**src/rtl/bus_pkg.sv**
```systemverilog
// Shared bus definitions: arbiter state encoding and default bus geometry.
// Masters, slaves and wrappers import this package to decode arbiter_state.
package bus_pkg;

    localparam int NUM_MASTERS     = 2;
    localparam int SLAVE_ID_W_DEF  = 2;
    localparam int NUM_SLAVES_DEF  = 3;
    localparam int STATE_W         = 3;

    // Arbiter FSM encoding; values 5..7 are never produced and fall back to IDLE.
    typedef enum logic [STATE_W-1:0] {
        IDLE   = 3'd0,
        ADDR   = 3'd1,
        DECODE = 3'd2,
        XFER   = 3'd3,
        NACK   = 3'd4
    } arb_state_e;

    // True while some master owns the bus (grant held).
    function automatic logic bus_owned(input logic [STATE_W-1:0] st);
        return (st == ADDR) || (st == DECODE) || (st == XFER) || (st == NACK);
    endfunction

endpackage

```
**src/rtl/arb_rr_pick.sv**
```systemverilog
// Combinational winner select for the two-master arbiter.
// Produces a one-hot winner from the current requests and the last grant.
module arb_rr_pick
    import bus_pkg::*;
#(
    parameter int RR_MODE = 1
) (
    input  logic [NUM_MASTERS-1:0] m_req,
    input  logic [NUM_MASTERS-1:0] last_gnt,
    output logic [NUM_MASTERS-1:0] winner
);

    // A lone requester always wins; on contention either alternate or favour master 0.
    always_comb begin
        winner = m_req;
        if (m_req == 2'b11) begin
            if ((RR_MODE != 0) && last_gnt[0]) begin
                winner = 2'b10;
            end else begin
                winner = 2'b01;
            end
        end
    end

endmodule

```
**src/rtl/bus_arbiter_ctrl.sv**
```systemverilog
// Two-master bus arbiter and slave-select controller.
// Grants the shared serial bus, captures the slave ID sent MSB first by the
// granted master, decodes it to a one-hot select, holds the connection until
// tx_done, master release or watchdog expiry, then releases the bus with at
// least one idle turnaround cycle. All outputs come straight from flops.
module bus_arbiter_ctrl
    import bus_pkg::*;
#(
    parameter int SLAVE_ID_W = SLAVE_ID_W_DEF,
    parameter int NUM_SLAVES = NUM_SLAVES_DEF,
    parameter int TIMEOUT    = 255,
    parameter int RR_MODE    = 1
) (
    input  logic                  clk,
    input  logic                  reset,
    input  logic [1:0]            m_req,
    input  logic                  bus_serial_in,
    input  logic [NUM_SLAVES-1:0] s_ready,
    input  logic                  tx_done,
    output logic [1:0]            m_gnt,
    output logic [NUM_SLAVES-1:0] s_sel,
    output logic                  m_ack,
    output logic                  m_nack,
    output logic                  timeout,
    output logic [2:0]            arbiter_state
);

    // Bit counter spans 0..SLAVE_ID_W-1, watchdog spans 0..TIMEOUT-1.
    localparam int CNT_W = (SLAVE_ID_W > 1) ? $clog2(SLAVE_ID_W + 1) : 1;
    localparam int WD_W  = (TIMEOUT > 1) ? $clog2(TIMEOUT + 1) : 1;

    localparam logic [CNT_W-1:0] LAST_BIT = CNT_W'(SLAVE_ID_W - 1);
    localparam logic [WD_W-1:0]  WD_LAST  = WD_W'(TIMEOUT - 1);

    arb_state_e                state_q,    state_d;
    logic [1:0]                gnt_q,      gnt_d;
    logic [1:0]                last_gnt_q, last_gnt_d;
    logic [NUM_SLAVES-1:0]     sel_q,      sel_d;
    logic                      ack_q,      ack_d;
    logic                      nack_q,     nack_d;
    logic                      to_q,       to_d;
    logic [SLAVE_ID_W-1:0]     id_q,       id_d;
    logic [CNT_W-1:0]          bit_cnt_q,  bit_cnt_d;
    logic [WD_W-1:0]           wdog_q,     wdog_d;

    logic [1:0]                winner;
    logic [NUM_SLAVES-1:0]     sel_dec;
    logic [SLAVE_ID_W:0]       id_shift;
    logic                      req_held;
    logic                      slave_ok;
    logic                      wdog_hit;
    logic                      release_xfer;

    arb_rr_pick #(
        .RR_MODE (RR_MODE)
    ) u_pick (
        .m_req    (m_req),
        .last_gnt (last_gnt_q),
        .winner   (winner)
    );

    // The granted master keeps ownership only while it keeps its request up.
    assign req_held     = |(m_req & gnt_q);
    assign id_shift     = {id_q, bus_serial_in};
    assign wdog_hit     = (wdog_q == WD_LAST);
    assign release_xfer = tx_done || !req_held || wdog_hit;

    // Decode the captured ID into a one-hot select; out-of-range IDs decode to zero.
    always_comb begin
        sel_dec = '0;
        for (int i = 0; i < NUM_SLAVES; i++) begin
            if (int'(id_q) == i) begin
                sel_dec[i] = 1'b1;
            end
        end
    end

    // A connection is possible only if the ID names an existing slave that is ready.
    assign slave_ok = |(sel_dec & s_ready);

    // State, grant, select, pulses, ID shifter and counters.
    always_ff @(posedge clk or negedge reset) begin
        if (!reset) begin
            state_q    <= IDLE;
            gnt_q      <= '0;
            last_gnt_q <= 2'b10;
            sel_q      <= '0;
            ack_q      <= 1'b0;
            nack_q     <= 1'b0;
            to_q       <= 1'b0;
            id_q       <= '0;
            bit_cnt_q  <= '0;
            wdog_q     <= '0;
        end else begin
            state_q    <= state_d;
            gnt_q      <= gnt_d;
            last_gnt_q <= last_gnt_d;
            sel_q      <= sel_d;
            ack_q      <= ack_d;
            nack_q     <= nack_d;
            to_q       <= to_d;
            id_q       <= id_d;
            bit_cnt_q  <= bit_cnt_d;
            wdog_q     <= wdog_d;
        end
    end

    // Next-state and next-output logic; pulses default low, everything else holds.
    always_comb begin
        state_d    = state_q;
        gnt_d      = gnt_q;
        last_gnt_d = last_gnt_q;
        sel_d      = sel_q;
        ack_d      = 1'b0;
        nack_d     = 1'b0;
        to_d       = 1'b0;
        id_d       = id_q;
        bit_cnt_d  = bit_cnt_q;
        wdog_d     = wdog_q;

        case (state_q)
            IDLE: begin
                if (|m_req) begin
                    gnt_d     = winner;
                    id_d      = '0;
                    bit_cnt_d = '0;
                    state_d   = ADDR;
                end
            end

            ADDR: begin
                // An abandoned address phase does not count as a grant for fairness.
                if (!req_held) begin
                    gnt_d   = '0;
                    state_d = IDLE;
                end else begin
                    id_d      = id_shift[SLAVE_ID_W-1:0];
                    bit_cnt_d = bit_cnt_q + CNT_W'(1);
                    if (bit_cnt_q == LAST_BIT) begin
                        state_d = DECODE;
                    end
                end
            end

            DECODE: begin
                if (slave_ok) begin
                    sel_d   = sel_dec;
                    ack_d   = 1'b1;
                    wdog_d  = '0;
                    state_d = XFER;
                end else begin
                    nack_d  = 1'b1;
                    state_d = NACK;
                end
            end

            XFER: begin
                // tx_done outranks the watchdog, so a coincident finish is not a timeout.
                if (release_xfer) begin
                    gnt_d      = '0;
                    sel_d      = '0;
                    last_gnt_d = gnt_q;
                    to_d       = wdog_hit && !tx_done;
                    state_d    = IDLE;
                end else begin
                    wdog_d = wdog_q + WD_W'(1);
                end
            end

            NACK: begin
                // The rejected master is recorded so it yields on the next contention.
                gnt_d      = '0;
                last_gnt_d = gnt_q;
                state_d    = IDLE;
            end

            default: begin
                gnt_d   = '0;
                sel_d   = '0;
                state_d = IDLE;
            end
        endcase
    end

    assign m_gnt         = gnt_q;
    assign s_sel         = sel_q;
    assign m_ack         = ack_q;
    assign m_nack        = nack_q;
    assign timeout       = to_q;
    assign arbiter_state = state_q;

endmodule

```
**config.mk**
```make
export PLATFORM = sky130hd
export DESIGN_NAME = bus_arbiter_ctrl
export DESIGN_NICKNAME = d
export VERILOG_FILES = /design/src/rtl/bus_pkg.sv /design/src/rtl/arb_rr_pick.sv /design/src/rtl/bus_arbiter_ctrl.sv
export SDC_FILE = /design/constraint.sdc
export NUM_CORES = 1
export LEC_CHECK = 0
export ABC_AREA = 0
export CORE_MARGIN = 8
export CORE_UTILIZATION = 56
export DETAILED_ROUTE_END_ITERATION = 16
export PLACE_DENSITY_LB_ADDON = 0.12
export SETUP_SLACK_MARGIN = 0.5
export SYNTH_ARGS = -nofsm -noshare
export SYNTH_HDL_FRONTEND = slang
export SYNTH_SLANG_ARGS = --single-unit
```
**constraint.sdc**
```tcl
create_clock -name clk -period 2.4 [get_ports clk]
set_input_delay 0.6 -clock clk [delete_from_list [all_inputs] [get_ports clk]]
set_output_delay 0.6 -clock clk [all_outputs]
set_load 0.02 [all_outputs]
```
; Word-level counts from Yosys, hierarchy flattened
; Index checks and enable logic that the tools add are counted.
[op_classes]
add_sub_neg = 2
n_eq_ne = 16
reduce_logical = 20
muxes = 33
n_bitwise = 4
[ops]
columns = op, count
row1 = 2-to-1 mux 3 bit, 6
row2 = 2-to-1 mux 2 bit, 8
row3 = 2-to-1 mux 8 bit, 2
row4 = one-hot mux 8 bit (2 select lines), 1
row5 = inequality test 2 bit (second input constant), 6
row6 = one-hot mux 3 bit (4 select lines), 1
row7 = AND reduction 3 bit, 4
row8 = 2-to-1 mux 1 bit, 10
row9 = one-hot mux 3 bit (3 select lines), 1
row10 = adder 8 x 1 -> 8 bit (second input constant), 1
row11 = equality test 8 bit (second input constant), 1
row12 = one-hot mux 2 bit (2 select lines), 2
row13 = one-hot mux 2 bit (4 select lines), 1
row14 = equality test 2 bit (second input constant), 3
row15 = equality test 3 x 2 -> 1 bit (second input constant), 2
row16 = nonzero test 2 bit, 3
row17 = OR reduction 3 bit, 2
row18 = AND reduction 4 bit, 1
row19 = OR reduction 2 bit, 2
row20 = bitwise AND 3 bit, 1
row21 = equality test 3 x 1 -> 1 bit (second input constant), 1
row22 = equality test 3 bit (second input constant), 1
row23 = logical NOT 3 bit, 1
row24 = inequality test 3 bit (second input constant), 1
row25 = 10 further kinds, 13
[totals]
out_inout_bits = 11
reg_bits = 24
word_cells = 85

; Depth between registers and ports, before layout
[logic_depth]
ltp_word = 7
ltp_mapped = 7
depth_no_buf = 7

; Cells and area by module
; From an unflattened synthesis, not the netlist that was laid out.
[unflattened]
hier_cells = 141
area_unflattened_um2 = 1393.8
[modules_own_cells]
columns = module, area_per_inst_um2, n_inst, seq_area_each_um2, cells_each
row1 = bus_arbiter_ctrl, 1375.1, 1, 626.9, 138
row2 = arb_rr_pick, 18.8, 1, 0.0, 3

; Worst setup path after synthesis
; No wires, ideal clock.
[synth_timing]
path_kind = register to register
startpoint = register wdog_q[0]
endpoint = register gnt_q[1] (netlist: m_gnt[1])
period_less_slack_ns = 1.630
path_stages_with_launch = 8
path_slack_ns = 0.770
n_path_buf = 0
arrival_ns = 1.509
cell_sequence = dfrtp_1 > inv_1 > ha_1 > nand3_1 > or3_4 > nand4_4 > o311ai_1 > a32o_1
[synth_between]
elab_chain_cells = 4
[synth_lines]
columns = item, line_no
row1 = "start, declared", bus_arbiter_ctrl.sv:44  ; logic [WD_W-1:0] wdog_q, wdog_d;
row2 = "start signal, assigned", bus_arbiter_ctrl.sv:104  ; wdog_q <= wdog_d;
row3 = equality test 8 bit, bus_arbiter_ctrl.sv:65  ; assign wdog_hit = (wdog_q == WD_LAST);
row4 = logical OR 1 bit, bus_arbiter_ctrl.sv:66  ; assign release_xfer = tx_done || !req_held || wdog_hit;
row5 = inequality test 2 bit (no source line), n/a
row6 = AND reduction 4 bit (no source line), n/a
row7 = "end signal, assigned", bus_arbiter_ctrl.sv:96  ; gnt_q <= gnt_d;
row8 = "end, declared", bus_arbiter_ctrl.sv:36  ; logic [1:0] gnt_q, gnt_d;
; Every way passes these cells.
; A chain may end at the register's enable or synchronous reset.

; Final worst setup path
[layout_timing]
startpoint = input port s_ready[1]
endpoint = register sel_q[1] (netlist: s_sel[1])
[layout_between]
elab_chain_cells = 4
[layout_lines]
columns = item, line_no
row1 = "start, declared", bus_arbiter_ctrl.sv:18  ; input logic [NUM_SLAVES-1:0] s_ready,
row2 = bitwise AND 3 bit, bus_arbiter_ctrl.sv:79  ; assign slave_ok = |(sel_dec & s_ready);
row3 = OR reduction 3 bit, bus_arbiter_ctrl.sv:79
row4 = inequality test 2 bit (no source line), n/a
row5 = AND reduction 3 bit (no source line), n/a
row6 = "end signal, assigned", bus_arbiter_ctrl.sv:98  ; sel_q <= sel_d;
row7 = "end, declared", bus_arbiter_ctrl.sv:38  ; logic [NUM_SLAVES-1:0] sel_q, sel_d;
; Every way passes these cells.

==> metrics.csv <==
metric,value,unit
rr_endpoint,m_gnt[0],
fin_skew,5.82,ps
combPwrFrac,46.7,%
die_w,64.0,µm
ys_seq_area_share,46.5,%
rsz0062_at_grt,true,
globalRouteTotalUtil,14.8,%
syn_inst,134,
maxSlewHeadroom,71.9,%
startpoint,s_ready[1],
endpoint,s_sel[1],
syn_area,1290,µm²
finalNetCount,176,
route.detailed.drc,0,
grt_pass1_wl,4950,µm
via_count,1142,
clkSinkCount,24,
antenna_left,0,
finalCritPeriodShare,79.1,%
rows,17,
crit_path_max_incr_delay,480,ps
worst_pin_slew,415,ps
coreArea,2190,µm²
hold_path_class,register to register,
ctsLongestPathBuffers,2,
path_class,input port to register,
grt_overflow_total,0,
gp_congestion,0.886,
num_antenna_cells,0,
drt_iter0_drc,63,
status,"complete, no violations",
r2r_slack,560,ps
fin_crit,1900,ps
critPathMaxFanout,5,
via_per_inst,5.98,
placed_cells,178,
seq_power_share,39.4,%
antenna_found_initial,0,
port_buffers,19,
num_io_pins,20,
fin_setup_tns,0,ps
dpl-instance-area,1510,µm²
drt-wirelength-per-cell,16.5,µm
maxSlewViolCount,0,
path_cells,clkdlybuf4s50_1 -> mux2i_2 -> o22ai_2 -> buf_4 -> nor3_2 -> o21bai_2 -> a32o_2,
p_sw,625,µW
setup.worst_path.start_class,input port,
r2r_cells,7,
setup_viol,0,
cp.depth,7,
cts_root_buf,clkbuf_4,
slowest_stage,clkdlybuf4s50_1,
cts_buffers,3,
clkPwrFrac,13.9,%
max-vdd-ir-drop,0.000816,V
cp-end-kind,register,
synth_flop_cell,dfrtp_1,
syn_avg_cell_area,9.64,µm²
die_y,64.0,µm
die-area,4100,µm²
grt_max_degree,25,
start_util,58.9,%
cp_num_buf_inv,2,
worstPathRequired,2610,ps
area_growth,27.3,%
cap_violations,0,
cp_data_arrival_time,2110,ps
final_cells,191,
grt_pass1_vias,1080,
ys_warn_count,0,
p_int,884,µW
drive_above_1_share,24.5,%
clk_latency,310,ps
wl,3140,µm
fin_util,75.0,%
p_sw_share,41.4,%
yosysUniqueCellTypes,43,
fin_area,1640,µm²
drt_pass1_iterations,4,
hold_viol_final,0,
r2r_start,wdog_q[0],
synth_edf_count,0,
fmax,527,MHz
crit_family,compound AO/OA/AOI/OAI gates,
cts_htree_levels,1,
async_flop_share,100,%
synth_nets,146,
power.density,917,nW/µm²
cts_tree,done,
dp_hpwl,2230,µm
p_leak,0.737,nW
clk_pin_slew,130,ps
ys_seq_elements,24,
## worst min path at each step
stage,from,cells after the start,slack (ps),endpoint
6_report,bit_cnt_q[1],2,500,bit_cnt_q[1]
4_1_cts,bit_cnt_q[1],2,500,bit_cnt_q[1]
2_1_floorplan,reset,0,300,arbiter_state[0]
3_3_place_gp,bit_cnt_q[1],2,470,bit_cnt_q[1]
5_1_grt,s_sel[0],1,550,s_sel[0]
3_5_place_dp,bit_cnt_q[1],2,470,bit_cnt_q[1]
## power by group through the flow
stage	Sequential (mW)	Clock [mW]	Combinational [mW]
after floorplan	0.616	0	0.382
after global placement	0.589	0	0.604
after detailed placement	0.597	0	0.630
after CTS	0.589	0.218	0.611
after global routing	0.602	0.235	0.761
final	0.594	0.209	0.705
## sequential cells by signal, indices dropped and copies added, names as in the netlist
register	cells
arbiter_state	3
m_nack	1
id_q	2
m_ack	1
s_sel	3
timeout	1
m_gnt	2
last_gnt_q	1
bit_cnt_q	2
wdog_q	8
## cell usage in the layout, fill, tap and decap left out, drive strengths merged, types with 2 or more instances in the layout
master / synthesis / routed
clkdlybuf4s50: 0 / 7
nor2: 12 / 12
ha: 3 / 3
nand2: 14 / 14
or3: 4 / 4
a32o: 4 / 4
buf: 3 / 11
a22o: 2 / 2
nand3: 11 / 11
nor3: 7 / 7
dlymetal6s2s: 0 / 3
dfrtp: 24 / 24
dlygate4sd2: 0 / 9
inv: 4 / 4
o311ai: 2 / 2
o22a: 3 / 3
mux2i: 2 / 2
a22oi: 3 / 3
and2: 3 / 3
nand2b: 4 / 4
clkbuf: 2 / 4
o21ai: 11 / 11
nand4: 2 / 2
## cell type report
cell class	count	area (µm²)
repair buffers	30	269
flip-flops and latches	24	606
multi-input cells	101	683
well taps	28	35.0
fillers	156	547
inverters	4	15.0
clock buffers	4	36.3
## cell families after synthesis
family,after synthesis,share of synthesized area (%)
compound gates,35,20.8
fa+ha+maj,3,2.91
buf+inv,9,2.91
flops,24,46.5
mux,2,1.55
simple gates,61,25.3
## worst reg2reg max path: stages, from the launching register on
cell	delay (ps)
dfrtp_2	460
inv_1	70
ha_1	170
nand3_1	100
or3_4	390
nand4_4	160
o311ai_1	170
a32o_1	230
## what timing repair did
action / in CTS / in global routing
cloned: 0 / 0
gates resized for setup: 13 / 10
hold buffers: 0 / 0
pin swaps: 0 / 5
hold endpoints to repair: 0 / 0
buffers inserted: 0 / 9
endpoints found under the setup margin: 12 / 14
## Yosys cell counts (2+ instances only)
library cell  number  area share (%)
o311ai_1           2             1.4
inv_1              4             1.2
or3_1              3             1.5
nor3_1             6             2.3
o22a_2             3             2.3
ha_1               3             2.9
nor2_1            11             3.2
a22o_1             2             1.4
dfrtp_1           24              47
buf_2              3             1.2
mux2i_1            2             1.6
a22oi_1            2             1.2
nand3_1           11             4.3
clkbuf_1           2            0.58
nand2_1           14             4.1
a32o_1             3             2.3
o21ai_0           10             3.9
nand2b_1           4             1.9
## through the flow
stage / hold WS (ps) / total power, mW / setup slack [ps]
after detailed placement: 472 / 1.23 / 117
after global routing: 548 / 1.60 / 460
after floorplan: 304 / 0.999 / 770
after CTS: 501 / 1.42 / 524
after global placement: 466 / 1.19 / 212
final: 501 / 1.51 / 502
## metal layers
metal	vias up	global-route usage [%]	share of wire, %	routed length (µm)
met5	-	0	0	0
met4	0	5.57	1.2	38
met3	5	4.36	4.8	150
met2	40	24.2	50	1560
met1	545	17.9	44	1400
li1	552	-	-	-
(Power assumes the default switching activity.)
